`src/rtl/pf_lanectrl_pause_sync_multi.sv`:
```
// Multi-lane clock-pause conditioner: resynchronise each lane's pause request, stretch it to a minimum
// width, enforce a minimum low gap between pauses, and record requests swallowed by that gap.

module pf_lanectrl_pause_lane #(
  parameter int SYNC_STAGES      = 2,
  parameter int MIN_PAUSE_CYCLES = 2,
  parameter int HOLDOFF_CYCLES   = 1
) (
  input  logic CLK,
  input  logic RESET_N,
  input  logic CLR_STICKY,
  input  logic req,
  output logic pause,
  output logic drop
);
  localparam logic [3:0] MIN_LOAD  = 4'(MIN_PAUSE_CYCLES - 1);
  localparam logic [3:0] HOLD_LOAD = (HOLDOFF_CYCLES == 0) ? 4'd0 : 4'(HOLDOFF_CYCLES - 1);

  typedef enum logic [1:0] {IDLE, ACTIVE, HOLD} state_t;

  (* syn_keep = 1 *) logic [SYNC_STAGES-1:0] sync_q;
  logic       s;
  state_t     state;
  logic [3:0] cnt;
  logic       seen;

  always_ff @(posedge CLK or negedge RESET_N)
    if (!RESET_N) sync_q <= '0;
    else          sync_q <= SYNC_STAGES'({sync_q, req});

  assign s = sync_q[SYNC_STAGES-1];

  // pause is a registered decode of state==ACTIVE, updated alongside the state
  always_ff @(posedge CLK or negedge RESET_N) begin
    if (!RESET_N) begin
      state <= IDLE;
      cnt   <= '0;
      seen  <= 1'b0;
      pause <= 1'b0;
      drop  <= 1'b0;
    end else begin
      if (CLR_STICKY) drop <= 1'b0;
      case (state)
        IDLE: begin
          if (s) begin
            state <= ACTIVE;
            cnt   <= MIN_LOAD;
            pause <= 1'b1;
          end
        end
        ACTIVE: begin
          if (cnt != '0) cnt <= cnt - 4'd1;
          else if (!s) begin
            pause <= 1'b0;
            if (HOLDOFF_CYCLES == 0) state <= IDLE;
            else begin
              state <= HOLD;
              cnt   <= HOLD_LOAD;
              seen  <= 1'b0;
            end
          end
        end
        HOLD: begin
          if (s) seen <= 1'b1;
          if (cnt != '0) cnt <= cnt - 4'd1;
          else if (s) begin
            state <= ACTIVE;
            cnt   <= MIN_LOAD;
            pause <= 1'b1;
          end else begin
            state <= IDLE;
            // a request came and went inside the gap: it never produced a pause
            if (seen) drop <= 1'b1;
          end
        end
        default: begin
          state <= IDLE;
          pause <= 1'b0;
        end
      endcase
    end
  end
endmodule

module pf_lanectrl_pause_sync_multi #(
  parameter int NUM_LANES        = 4,
  parameter int SYNC_STAGES      = 2,
  parameter int MIN_PAUSE_CYCLES = 2,
  parameter int HOLDOFF_CYCLES   = 1,
  parameter int OUT_ON_FALL      = 0
) (
  input  logic                 CLK,
  input  logic                 RESET_N,
  input  logic                 BYPASS,
  input  logic                 CLR_STICKY,
  input  logic [NUM_LANES-1:0] HS_IO_CLK_PAUSE,
  output logic [NUM_LANES-1:0] HS_IO_CLK_PAUSE_SYNC,
  output logic [NUM_LANES-1:0] PAUSE_ACTIVE,
  output logic [NUM_LANES-1:0] DROP_STICKY
);
  logic [NUM_LANES-1:0] pause_q;
  logic [NUM_LANES-1:0] pause_out;

  for (genvar i = 0; i < NUM_LANES; i++) begin : g_lane
    pf_lanectrl_pause_lane #(
      .SYNC_STAGES      (SYNC_STAGES),
      .MIN_PAUSE_CYCLES (MIN_PAUSE_CYCLES),
      .HOLDOFF_CYCLES   (HOLDOFF_CYCLES)
    ) u_lane (
      .CLK        (CLK),
      .RESET_N    (RESET_N),
      .CLR_STICKY (CLR_STICKY),
      .req        (HS_IO_CLK_PAUSE[i]),
      .pause      (pause_q[i]),
      .drop       (DROP_STICKY[i])
    );
  end

  if (OUT_ON_FALL != 0) begin : g_fall
    logic [NUM_LANES-1:0] fall_q;
    always_ff @(negedge CLK or negedge RESET_N)
      if (!RESET_N) fall_q <= '0;
      else          fall_q <= pause_q;
    assign pause_out = fall_q;
  end else begin : g_rise
    assign pause_out = pause_q;
  end

  // bypass is quasi-static; the FSMs keep tracking so PAUSE_ACTIVE stays meaningful
  assign HS_IO_CLK_PAUSE_SYNC = BYPASS ? HS_IO_CLK_PAUSE : pause_out;
  assign PAUSE_ACTIVE         = pause_q;
endmodule

```
`config.mk`:
```
export PLATFORM = sky130hd
export DESIGN_NAME = pf_lanectrl_pause_sync_multi
export DESIGN_NICKNAME = d
export VERILOG_FILES = /design/src/rtl/pf_lanectrl_pause_sync_multi.sv
export SDC_FILE = /design/constraint.sdc
export NUM_CORES = 1
export LEC_CHECK = 0
export ABC_AREA = 0
export CAP_MARGIN = 40
export CORE_UTILIZATION = 45
export CTS_BUF_LIST = sky130_fd_sc_hd__clkbuf_4 sky130_fd_sc_hd__clkbuf_8 sky130_fd_sc_hd__clkbuf_16
export CTS_CLUSTER_DIAMETER = 150
export CTS_CLUSTER_SIZE = 25
export DETAILED_ROUTE_END_ITERATION = 8
export PLACE_DENSITY = 0.66
export SLEW_MARGIN = 40
export SYNTH_ARGS = -nofsm -noshare
export SYNTH_HDL_FRONTEND = slang
export SYNTH_SLANG_ARGS = --single-unit
```
`constraint.sdc`:
```
create_clock -name CLK -period 1.6 [get_ports CLK]
set_clock_uncertainty 0.05 [all_clocks]
set_input_delay 0.48 -clock CLK [delete_from_list [all_inputs] [get_ports CLK]]
set_output_delay 0.48 -clock CLK [all_outputs]
set_load 0.02 [all_outputs]
```
# After elaboration in Yosys (flattened, before gate mapping)
# Index checks and enable logic that the tools add are counted.
op_classes:
  add_sub_neg: 4
  eq_ne: 32
  muxes: 93
  reduce_logical: 32
op_table:
  columns: ["op", "n"]
  rows:
  - ["2-to-1 mux 4 bit", 17]
  - ["one-hot mux 4 bit (3 select lines)", 4]
  - ["2-to-1 mux 1 bit", 44]
  - ["2-to-1 mux 2 bit", 16]
  - ["AND reduction 4 bit", 8]
  - ["inequality test 2 bit, second input constant", 12]
  - ["one-hot mux 2 bit (3 select lines)", 4]
  - ["inequality test 2 x 1 -> 1 bit, second input constant", 8]
  - ["nonzero test 4 bit", 4]
  - ["subtractor 4 x 1 -> 4 bit, second input constant", 4]
  - ["inequality test 3 bit, second input constant", 4]
  - ["one-hot mux 1 bit (3 select lines)", 4]
  - ["AND reduction 3 bit", 4]
  - ["nonzero test 3 bit", 4]
  - ["== test 2 x 1 -> 1 bit, second input constant", 4]
  - ["== test 2 bit, second input constant", 4]
  - ["logical NOT 2 bit", 4]
  - ["one-hot mux 1 bit (2 select lines)", 4]
  - ["AND reduction 2 bit", 4]
  - ["nonzero test 2 bit", 4]
word_totals:
  ff_bits: 44
  inputBits: 8

# Logic depth before layout (Yosys ltp)
# Gate-level depths: netlist of run 1.
logic_depth:
  word_depth: 5
  mapped_depth: 7
  depth_no_buf: 6

# Modules after synthesis
# A second synthesis of run 1 with hierarchy kept.
unflattened:
  cells_unflattened: 273
  hier_area_um2: 2813.9
by_module_without_submodules:
  columns: ["mod", "n_inst", "cells_per_inst", "area_each_um2", "seq_area_each_um2"]
  rows:
  - ["pf_lanectrl_pause_lane (g_lane[2].u_lane ...)", 2, 68, 699.4, 275.3]
  - ["pf_lanectrl_pause_lane (g_lane[1].u_lane)", 1, 69, 690.7, 275.3]
  - ["pf_lanectrl_pause_lane (g_lane[0].u_lane)", 1, 64, 679.4, 275.3]
  - ["pf_lanectrl_pause_sync_multi", 1, 4, 45.0, 0.0]

# Worst setup path after synthesis of run 1
# No wires, ideal clock.
synth_path:
  path_kind: "reg2reg"
  from: "register g_lane[1].u_lane.cnt[0]"
  to: "register g_lane[1].u_lane.pause"
  setup_time_ns: 0.123
  arrival_ns: 1.472
  required_ns: 1.427
  path_slack_ns: -0.045
  stages_incl_launch_ff: 8
  path_buffers: 1
  period_less_slack_ns: 1.645
  cell_sequence: "dfrtp_1 > inv_1 > ha_1 > or3b_1 > buf_6 > o31a_1 > o22ai_1 > a21oi_1"
synth_between:
  elab_chain_cells: 3
  word_cells_on_any_way: 4
synth_rtl:
  columns: ["item", "line", "source"]
  rows:
  - ["start: declaration", "24", "logic [3:0] cnt;"]
  - ["start signal: assignment", "52", "if (cnt != '0) cnt <= cnt - 4'd1;"]
  - ["start signal: assignment", "65", "if (cnt != '0) cnt <= cnt - 4'd1;"]
  - ["nonzero test 4 bit (*)", "52, 65", null]
  - ["inequality test 2 bit (no line)", null, null]
  - ["AND reduction 3 bit (no line) (*)", null, null]
  - ["end signal: assignment", "48", "pause <= 1'b1;"]
  - ["end signal: assignment", "54", "pause <= 1'b0;"]
  - ["end signal: assignment", "69", "pause <= 1'b1;"]
  - ["end: declaration", "13", "output logic pause,"]
# Every way passes the cells marked *; elsewhere a longest branch is shown, timed or not.
# A chain may end at the register's enable or synchronous reset.

# Worst setup path after layout of run 1
layout_path:
  from: "register g_lane[1].u_lane.cnt[0]"
  to: "register g_lane[1].u_lane.state[0]"
layout_between:
  elab_chain_cells: 3
  word_cells_on_any_way: 4
layout_rtl:
  columns: ["item", "line", "source"]
  rows:
  - ["nonzero test 4 bit (*)", "52, 65", null]
  - ["inequality test 2 bit (no line)", null, null]
  - ["AND reduction 4 bit (no line) (*)", null, null]
  - ["end signal: assignment", "55", "if (HOLDOFF_CYCLES == 0) state <= IDLE;"]
  - ["end signal: assignment", "57", "state <= HOLD;"]
  - ["end signal: assignment", "67", "state <= ACTIVE;"]
  - ["end: declaration", "23", "state_t state;"]
# Marks and branches as above.

==> impl_metrics.toml, run 1 <==
[outcome]
status = "finished with violations"
violations = "setup timing"

[logic_synthesis]
synth.top_cell.area_share_pct = 40.3
yosys.area.top_type = "dfrtp_1"
ys_seq_elements = 44
synth_top_family_by_area = "compound AO/OA/AOI/OAI gates"
syn_nets = 324
synth_area_per_cell_um2 = 9.49
yosysWarnings = 0
yosysMostFrequentCell = "dfrtp_1"
netlist_area_um2 = 2730
synth_fa_ha_area_share_pct = 12.8
ys_top_cells_by_count = "dfrtp_1 (44), inv_1 (32), ha_1 (28)"
synth_cells = 288
synth_compound_area_share_pct = 22.2
synthSimpleGateAreaFrac_pct = 12.5
synth-edff-count = 0
synth_area_leaders = "dfrtp_1 (40%), ha_1 (13%), a21oi_1 (4.8%), o21ai_0 (4.8%), inv_1 (4.4%)"
yosysUniqueCellTypes = 46
synth_top_flop_cell = "dfrtp_1"
async_flop_share_pct = 100
synthXorXnorAreaFrac_pct = 0
ys_seq_area_share_pct = 40.3
synth_mux_area_share_pct = 3.89

[placement]
hpwlAfterDp_um = 4180
place.gp.congestion = 0.805
placed_area_um2 = 3310
port_buffers = 19
placedCellCount = 416

[critical_path]
start_kind = "register"
arrival_ns = 1.88
r2r_start = "g_lane[1].u_lane.cnt[0]$_DFFE_PN0P_"
cpPeakStageDelay_ns = 0.45
path_class = "reg -> reg"
rrSetupSlack_ns = -0.15
worstRegToRegCells = 6
required_ns = 1.74
r2r-end = "g_lane[1].u_lane.state[0]$_DFFE_PN0P_"
critical_path.cell_chain = "inv_2 -> ha_4 -> or3b_4 -> a21oi_4 -> o22ai_2 -> a22o_1"
critPathCaptureType = "register"
critPathMaxFanout = 8
cp_slowest_cell = "or3b_4"

[timing]
post-route-period-util_pct = 109
final.setup.worst_slack_ns = -0.147
fin_setup_tns_ns = -0.477
drv_slew = 0
holdWs_ns = 0.0866
hold_viol = 0
worst_slew_pin_slew_ns = 0.425
slew_headroom_pct = 71.3
max_freq_ghz = 0.572
finalSetupViolations = 11
finalCriticalPeriod_ns = 1.75
rsz0062_at_grt = "yes"

[job]
cap_violations = 0

[cts]
htree_levels = 2
cts_tree = "built"
clk_path_buf_depth = 2
numCtsBuffers = 5
insertion_delay_ns = 0.30
postCtsHoldBufs = 0
cts_sinks = 44
cts.clk_slew.worst_paths_ns = 0.09
ctsRootBufferMaster = "clkbuf_8"

[layout]
layout.cells.non_filler = 441
num_antenna_cells = 0
nets = 401
fill_cells = 485
area_delta_synth_final_pct = 38.6
design_area_um2 = 3790
layout-drive-gt1-share_pct = 39.3

[floorplan]
die-area_um2 = 6390
fp.coreArea_um2 = 5890
die_y_um = 79.9
die_w_um = 79.9
core.rowCount = 28
initial_core_util_pct = 46.4
ios = 20

[grt]
grt_max_degree = 45
antenna_found_initial = 0
overflow = 0
grt_pass1_vias = 2299
grt_first_pass_wirelength_um = 10100
grt_usage_pct = 20.0

[drt]
dr.pass1.iters = 6
drc = 0
ant_nets = 0
routedWlPerCell_um = 14.1
wl_um = 6210
vias = 2334
dr.first_iter.drc_count = 90
via_per_inst = 5.29

[power]
powerDensity_nw_per_um2 = 2250
p_leak_nw = 1.77
peakVddDrop_v = 0.00103
total_power_mw = 8.52

[hold_path]
hp-class = "in -> async"
## routing by layer
metal | up-vias | share of wire [%] | GRT usage [%] | routed length, µm
met5 | - | 0 | 0 | 0
met3 | 7 | 2.6 | 4.11 | 163
met4 | 0 | 0.89 | 5.54 | 55
met1 | 1131 | 47 | 24.7 | 2930
met2 | 28 | 49 | 35.1 | 3060
li1 | 1168 | - | - | -
## placed cells by master (no fill, tap or decap), types with 8 or more instances in the layout
| master | instances |
|---|---|
| a21oi_1 | 23 |
| inv_2 | 10 |
| nor2_1 | 14 |
| nand2_1 | 11 |
| nor3_1 | 8 |
| o21ai_0 | 12 |
| buf_6 | 9 |
| inv_1 | 22 |
| o21ai_1 | 13 |
| dfrtp_1 | 42 |
| buf_4 | 62 |
| ha_1 | 19 |
## through the flow
stage / setup slack (ns) / util (%)
final: -0.147 / 64.4
after global routing: -0.208 / 64.4
after CTS: -0.128 / 61.2
after detailed placement: -0.957 / 56.2
after global placement: -0.942 / 56.2
after floorplan: -0.0446 / -
## power breakdown
part	internal, mW	total (mW)	leakage [nW]	switching (mW)
Combinational	2.83	5.52	1.13	2.69
Sequential	1.49	1.82	0.564	0.323
Clock	0.781	1.19	0.0784	0.405
## layout make-up
| type | count | area (µm²) | share of cell area (%) |
|---|---|---|---|
| inverter | 32 | 120 | 3.17 |
| timing repair buffer | 86 | 698 | 18.4 |
| sequential | 44 | 1100 | 29.1 |
| clock inverter | 3 | 90.1 | 2.38 |
| multi-input combinational | 196 | 1610 | 42.6 |
| clock buffer | 5 | 68.8 | 1.82 |
| tap | 75 | 93.8 | 2.48 |
## worst max-delay path by stage
stage / startpoint / end / slack (ns) / depth (start not counted)
floorplan: g_lane[1].u_lane.cnt[0]$_DFFE_PN0P_ / g_lane[1].u_lane.pause$_DFFE_PN0P_ / -0.04 / 7
global placement: BYPASS / HS_IO_CLK_PAUSE_SYNC[1] / -0.94 / 3
detailed placement: BYPASS / HS_IO_CLK_PAUSE_SYNC[0] / -0.96 / 3
CTS: g_lane[1].u_lane.cnt[0]$_DFFE_PN0P_ / g_lane[1].u_lane.pause$_DFFE_PN0P_ / -0.13 / 6
global route: g_lane[1].u_lane.cnt[0]$_DFFE_PN0P_ / g_lane[1].u_lane.state[0]$_DFFE_PN0P_ / -0.21 / 6
finish: g_lane[1].u_lane.cnt[0]$_DFFE_PN0P_ / g_lane[1].u_lane.state[0]$_DFFE_PN0P_ / -0.15 / 6
## state kept, by name, summed over array words and instances, names as in the netlist
| register | flops |
|---|---|
| g_lane.u_lane.state | 8 |
| g_lane.u_lane.seen | 4 |
| g_lane.u_lane.pause | 4 |
| g_lane.u_lane.sync_q | 8 |
| g_lane.u_lane.drop | 4 |
| g_lane.u_lane.cnt | 16 |
## repair_timing
action / 4_1_cts / 5_1_grt
cloned: 0 / 0
pin swaps: 11 / 18
buffers inserted: 8 / 10
resized for setup: 86 / 49
setup endpoints to repair: 41 / 38
## critical path, delay by kind of cell (launching register included)
kind	cells	cell delay [ns]
simple gates	1	0.45
buf+inv	1	0.09
flops	1	0.40
compound gates	3	0.51
fa+ha+maj	1	0.13
## kinds of logic after synthesis
family,after synthesis
adder cells (fa/ha/maj),28
AO/OA/AOI/OAI,94
flip-flops,44
buffers and inverters,48
AND/OR/NAND/NOR,64
multiplexers,10
Note: power is estimated with default switching activity, not from simulation.
==> inputs of run 2 (changes only) <==
Settings changed: GPL_TIMING_DRIVEN from default to 0.
==> impl_metrics.toml, run 2 (same netlist as run 1, synthesis figures left out) <==
[outcome]
status = "finished with violations"
violations = "setup timing"

[drt]
routedWlPerCell_um = 14.8
wl_um = 6340
dr.first_iter.drc_count = 85
vias = 2359
dr.pass1.iters = 4
via_per_inst = 5.50
ant_nets = 0
drc = 0

[critical_path]
critPathMaxFanout = 7
start_kind = "register"
arrival_ns = 1.84
required_ns = 1.74
critPathCaptureType = "register"
path_class = "reg -> reg"

[power]
intPower_mw = 4.82
power.switching_mw = 3.56
clockPowerShare_pct = 11.0
power_frac_seq_pct = 23.0
powerDensity_nw_per_um2 = 2220
p_leak_nw = 1.70
peakVddDrop_v = 0.000971
comb_power_share_pct = 66.0
swShare_pct = 42.5

[timing]
slew_headroom_pct = 71.9
rsz0062_at_grt = "yes"
final.setup.worst_slack_ns = -0.106
finalSetupViolations = 17
hold_viol = 0
drv_slew = 0
max_freq_ghz = 0.586
worst_slew_pin_slew_ns = 0.421
post-route-period-util_pct = 107
holdWs_ns = 0.00983
finalCriticalPeriod_ns = 1.71

[layout]
nets = 389
layout_common_cells = "buf_4 (50), dfrtp_1 (40), a21oi_1 (24)"
num_antenna_cells = 0
area_delta_synth_final_pct = 38.1
layout_commonest_cell = "buf_4"
seq_area_um2 = 1110
fill_cells = 495
largestRegisters = "g_lane.u_lane.cnt x16, g_lane.u_lane.state x8, g_lane.u_lane.sync_q x8"
multiInputGateArea_um2 = 1740
largest_reg_flops = 16
layout-drive-gt1-share_pct = 41.5
regMostFlops = "g_lane.u_lane.cnt"
design_area_um2 = 3770

[placement]
pre_cts_slack_ns = -1.00
port_buffers = 19
hpwlAfterDp_um = 3790
placed_area_um2 = 3060
place.gp.congestion = 0.766

[floorplan]
die_w_um = 79.9
initial_core_util_pct = 46.4
die_y_um = 79.9
core.rowCount = 28
ios = 20
die-area_um2 = 6390
fp.coreArea_um2 = 5890

[cts]
cts_sinks = 44
insertion_delay_ns = 0.30
cts_tree = "built"
clk_path_buf_depth = 2
cts.clk_slew.worst_paths_ns = 0.10
postCtsHoldBufs = 0
ctsRootBufferMaster = "clkbuf_8"
htree_levels = 2
numCtsBuffers = 5

[grt]
grt_usage_pct = 19.1
grt_max_degree = 24
overflow = 0
antenna_found_initial = 0
grt_pass1_vias = 2205
grt_first_pass_wirelength_um = 9630

[job]
cap_violations = 0

[hold_path]
hp-class = "in -> async"
[run 2: cell types whose count changed in the layout (fill, tap and decap cells not counted), moves of 3 or more]
cell and delta:
buf_4 -12, ha_4 +7, ha_1 -5, inv_1 -4, inv_2 +4, buf_2 +3, o21ai_2 +3
[run 2: worst paths after layout]
path,startpoint,to,slack (ns),cells after the start
min in group CLK,g_lane[2].u_lane.sync_q[0]$_DFF_PN0_,g_lane[2].u_lane.sync_q[1]$_DFF_PN0_,0.30,0
max,g_lane[1].u_lane.cnt[0]$_DFFE_PN0P_,g_lane[1].u_lane.state[0]$_DFFE_PN0P_,-0.11,7
min reg2reg,g_lane[2].u_lane.sync_q[0]$_DFF_PN0_,g_lane[2].u_lane.sync_q[1]$_DFF_PN0_,0.30,0
min,RESET_N,g_lane[0].u_lane.cnt[1]$_DFFE_PN0P_,0.01,1
max in group asynchronous,RESET_N,g_lane[3].u_lane.state[0]$_DFFE_PN0P_,1.06,2
max reg2reg,g_lane[1].u_lane.cnt[0]$_DFFE_PN0P_,g_lane[1].u_lane.state[0]$_DFFE_PN0P_,-0.11,7
[run 2: stage by stage]
| step | cells | power [mW] | setup TNS, ns | util, % |
|---|---|---|---|---|
| floorplan | 288 | 4.67 | -0.0725 | - |
| global placement | 382 | 5.40 | -59.15 | 51.5 |
| detailed placement | 383 | 5.49 | -5.49 | 52.0 |
| CTS | 413 | 7.12 | -0.779 | 58.1 |
| global route | 429 | 8.99 | -2.06 | 64.1 |
| finish | 429 | 8.38 | -0.932 | 64.1 |
[run 2: metal layers]
| layer | vias to the layer above | global-route usage [%] | part of all wire (%) |
|---|---|---|---|
| met5 | - | 0 | 0 |
| met4 | 0 | 6.07 | 0.98 |
| met3 | 7 | 2.97 | 2.1 |
| met2 | 25 | 33.1 | 51 |
| met1 | 1181 | 24.1 | 45 |
| li1 | 1146 | - | - |
[run 2: timing repair]
item	4_1_cts	5_1_grt
pin swaps	8	15
endpoints found under the setup margin	33	32
gates resized for setup	112	57
buffers inserted	22	19
[run 2: power groups by stage]
stage	logic, mW	registers (mW)	clock network [mW]
floorplan	2.88	1.80	0
global placement	3.51	1.88	0
detailed placement	3.58	1.90	0
CTS	4.29	1.87	0.957
global route	6.02	1.98	0.995
finish	5.53	1.93	0.920
[run 2: critical path, stage by stage, from the launching register on]
cell and delay (ns):
dfrtp_1 0.40, inv_2 0.06, ha_1 0.13, or3b_1 0.35, buf_6 0.15, a21oi_4 0.17
o22ai_1 0.09, a22o_1 0.19
[run 2: final cells by class]
class,count,area share [%]
multi-input combinational,196,46.2
sequential,44,29.3
timing repair buffer,61,13.2
inverter,32,3.18
tap,75,2.49
buffer,13,2.42
clock buffer,6,2.19
clock inverter,2,1.03
==> inputs of run 3 (changes only) <==
Settings changed: SKIP_LAST_GASP from default to 1.
==> impl_metrics.toml, run 3 (same netlist as run 1, synthesis figures left out) <==
[floorplan]
die_y_um = 79.9
core.rowCount = 28
initial_core_util_pct = 46.4
fp.coreArea_um2 = 5890
die-area_um2 = 6390
ios = 20
die_w_um = 79.9

[cts]
insertion_delay_ns = 0.31
numCtsBuffers = 5
postCtsHoldBufs = 0
clk_path_buf_depth = 2
htree_levels = 2
cts.clk_slew.worst_paths_ns = 0.10
ctsRootBufferMaster = "clkbuf_8"
cts_sinks = 44
cts_tree = "built"

[grt]
overflow = 0
grt_usage_pct = 19.1
grt_max_degree = 24
antenna_found_initial = 0
grt_pass1_vias = 2194
grt_first_pass_wirelength_um = 9620

[power]
power_frac_seq_pct = 22.9
power.switching_mw = 3.54
p_leak_nw = 1.71
clockPowerShare_pct = 11.0
powerDensity_nw_per_um2 = 2220
intPower_mw = 4.86
total_power_mw = 8.40
comb_power_share_pct = 66.1
swShare_pct = 42.2
peakVddDrop_v = 0.000910

[timing]
worst_slew_pin_slew_ns = 0.402
finalSetupViolations = 16
holdWs_ns = 0.00858
finalCriticalPeriod_ns = 1.70
final.setup.worst_slack_ns = -0.100
max_freq_ghz = 0.588
post-route-period-util_pct = 106
slew_headroom_pct = 73.2
rsz0062_at_grt = "yes"
drv_slew = 0
hold_viol = 0

[critical_path]
required_ns = 1.74
start_kind = "register"
critical_path.cell_chain = "inv_2 -> ha_1 -> or3b_1 -> buf_6 -> o31a_1 -> o22ai_2 -> a21oi_1"
cp_slowest_cell = "dfrtp_1"
path_class = "reg -> reg"
critPathCaptureType = "register"
critPathMaxFanout = 7
cpPeakStageDelay_ns = 0.40
crit_buf_inv = 2
arrival_ns = 1.84
crit_family = "compound AO/OA/AOI/OAI gates"

[placement]
port_buffers = 19
place.gp.congestion = 0.766
hpwlAfterDp_um = 3790

[layout]
num_antenna_cells = 0
largestRegisters = "g_lane.u_lane.cnt x16, g_lane.u_lane.state x8, g_lane.u_lane.sync_q x8"
seq_area_um2 = 1110
regMostFlops = "g_lane.u_lane.cnt"
multiInputGateArea_um2 = 1740
layout-drive-gt1-share_pct = 41.7
layout_common_cells = "buf_4 (51), dfrtp_1 (40), a21oi_1 (24)"
layout_commonest_cell = "buf_4"
largest_reg_flops = 16
nets = 392
area_delta_synth_final_pct = 38.6
fill_cells = 496

[outcome]
violations = "setup timing"
status = "finished with violations"

[drt]
dr.pass1.iters = 4
wl_um = 6330
via_per_inst = 5.45
routedWlPerCell_um = 14.7
dr.first_iter.drc_count = 95
drc = 0
ant_nets = 0
vias = 2354

[hold_path]
hp-class = "in -> async"

[job]
cap_violations = 0
==> run 3: layout make-up <==
class	instances	area share (%)
buffer	13	2.41
clock buffer	6	2.18
clock inverter	2	1.02
inverter	32	3.17
multi-input combinational	196	45.8
sequential	44	29.2
tap	75	2.48
timing repair buffer	64	13.7
==> run 3: power groups by stage <==
stage                     clock [mW]  combinational [mW]  sequential, mW
after detailed placement           0                3.58            1.90
after global placement             0                3.51            1.88
after floorplan                    0                2.88            1.80
after CTS                      0.957                4.25            1.87
after global routing           0.997                6.07            1.98
final                          0.924                5.56            1.92
==> run 3: worst reg2reg max path, delay by kind of cell, from the launching register on <==
family / cells / cell delay [ns]
AO/OA/AOI/OAI: 3 / 0.45
flip-flops: 1 / 0.40
buffers and inverters: 2 / 0.21
AND/OR/NAND/NOR: 1 / 0.35
adder cells (fa/ha/maj): 1 / 0.13
==> run 3: routing by layer <==
layer	wire length (µm)	global-route usage [%]	part of all wire (%)
met3	160	3.31	2.5
met1	2880	24.1	45
met2	3200	33.0	50
met5	0	0	0
met4	99	5.89	1.6
==> run 3: timing repair <==
| action | in CTS | in global routing |
|---|---|---|
| pin swaps | 5 | 15 |
| gates resized for setup | 104 | 63 |
| endpoints found under the setup margin | 33 | 33 |
| buffers inserted | 22 | 22 |
==> run 3: path summary, 6_finish.rpt <==
path                                                      start                               endpoint  slack, ns  cells after the start
min in group CLK           g_lane[2].u_lane.sync_q[0]$_DFF_PN0_   g_lane[2].u_lane.sync_q[1]$_DFF_PN0_       0.30                      0
max                         g_lane[1].u_lane.cnt[0]$_DFFE_PN0P_     g_lane[1].u_lane.pause$_DFFE_PN0P_      -0.10                      7
min                                                     RESET_N    g_lane[0].u_lane.cnt[1]$_DFFE_PN0P_      0.009                      1
max reg2reg                 g_lane[1].u_lane.cnt[0]$_DFFE_PN0P_     g_lane[1].u_lane.pause$_DFFE_PN0P_      -0.10                      7
max in group asynchronous                               RESET_N  g_lane[3].u_lane.state[0]$_DFFE_PN0P_       1.05                      2
min reg2reg                g_lane[2].u_lane.sync_q[0]$_DFF_PN0_   g_lane[2].u_lane.sync_q[1]$_DFF_PN0_       0.30                      0
==> run 3: metrics by stage <==
step	TNS [ns]	std cells	util [%]	setup WS, ns	area [µm²]
after floorplan	-0.0725	288	-	-0.0446	2750
after global placement	-59.15	382	51.5	-1.23	3030
after detailed placement	-5.49	383	52.0	-1.00	3060
after CTS	-0.871	413	57.9	-0.114	3410
after global routing	-2.03	432	64.4	-0.156	3790
final	-0.790	432	64.4	-0.100	3790
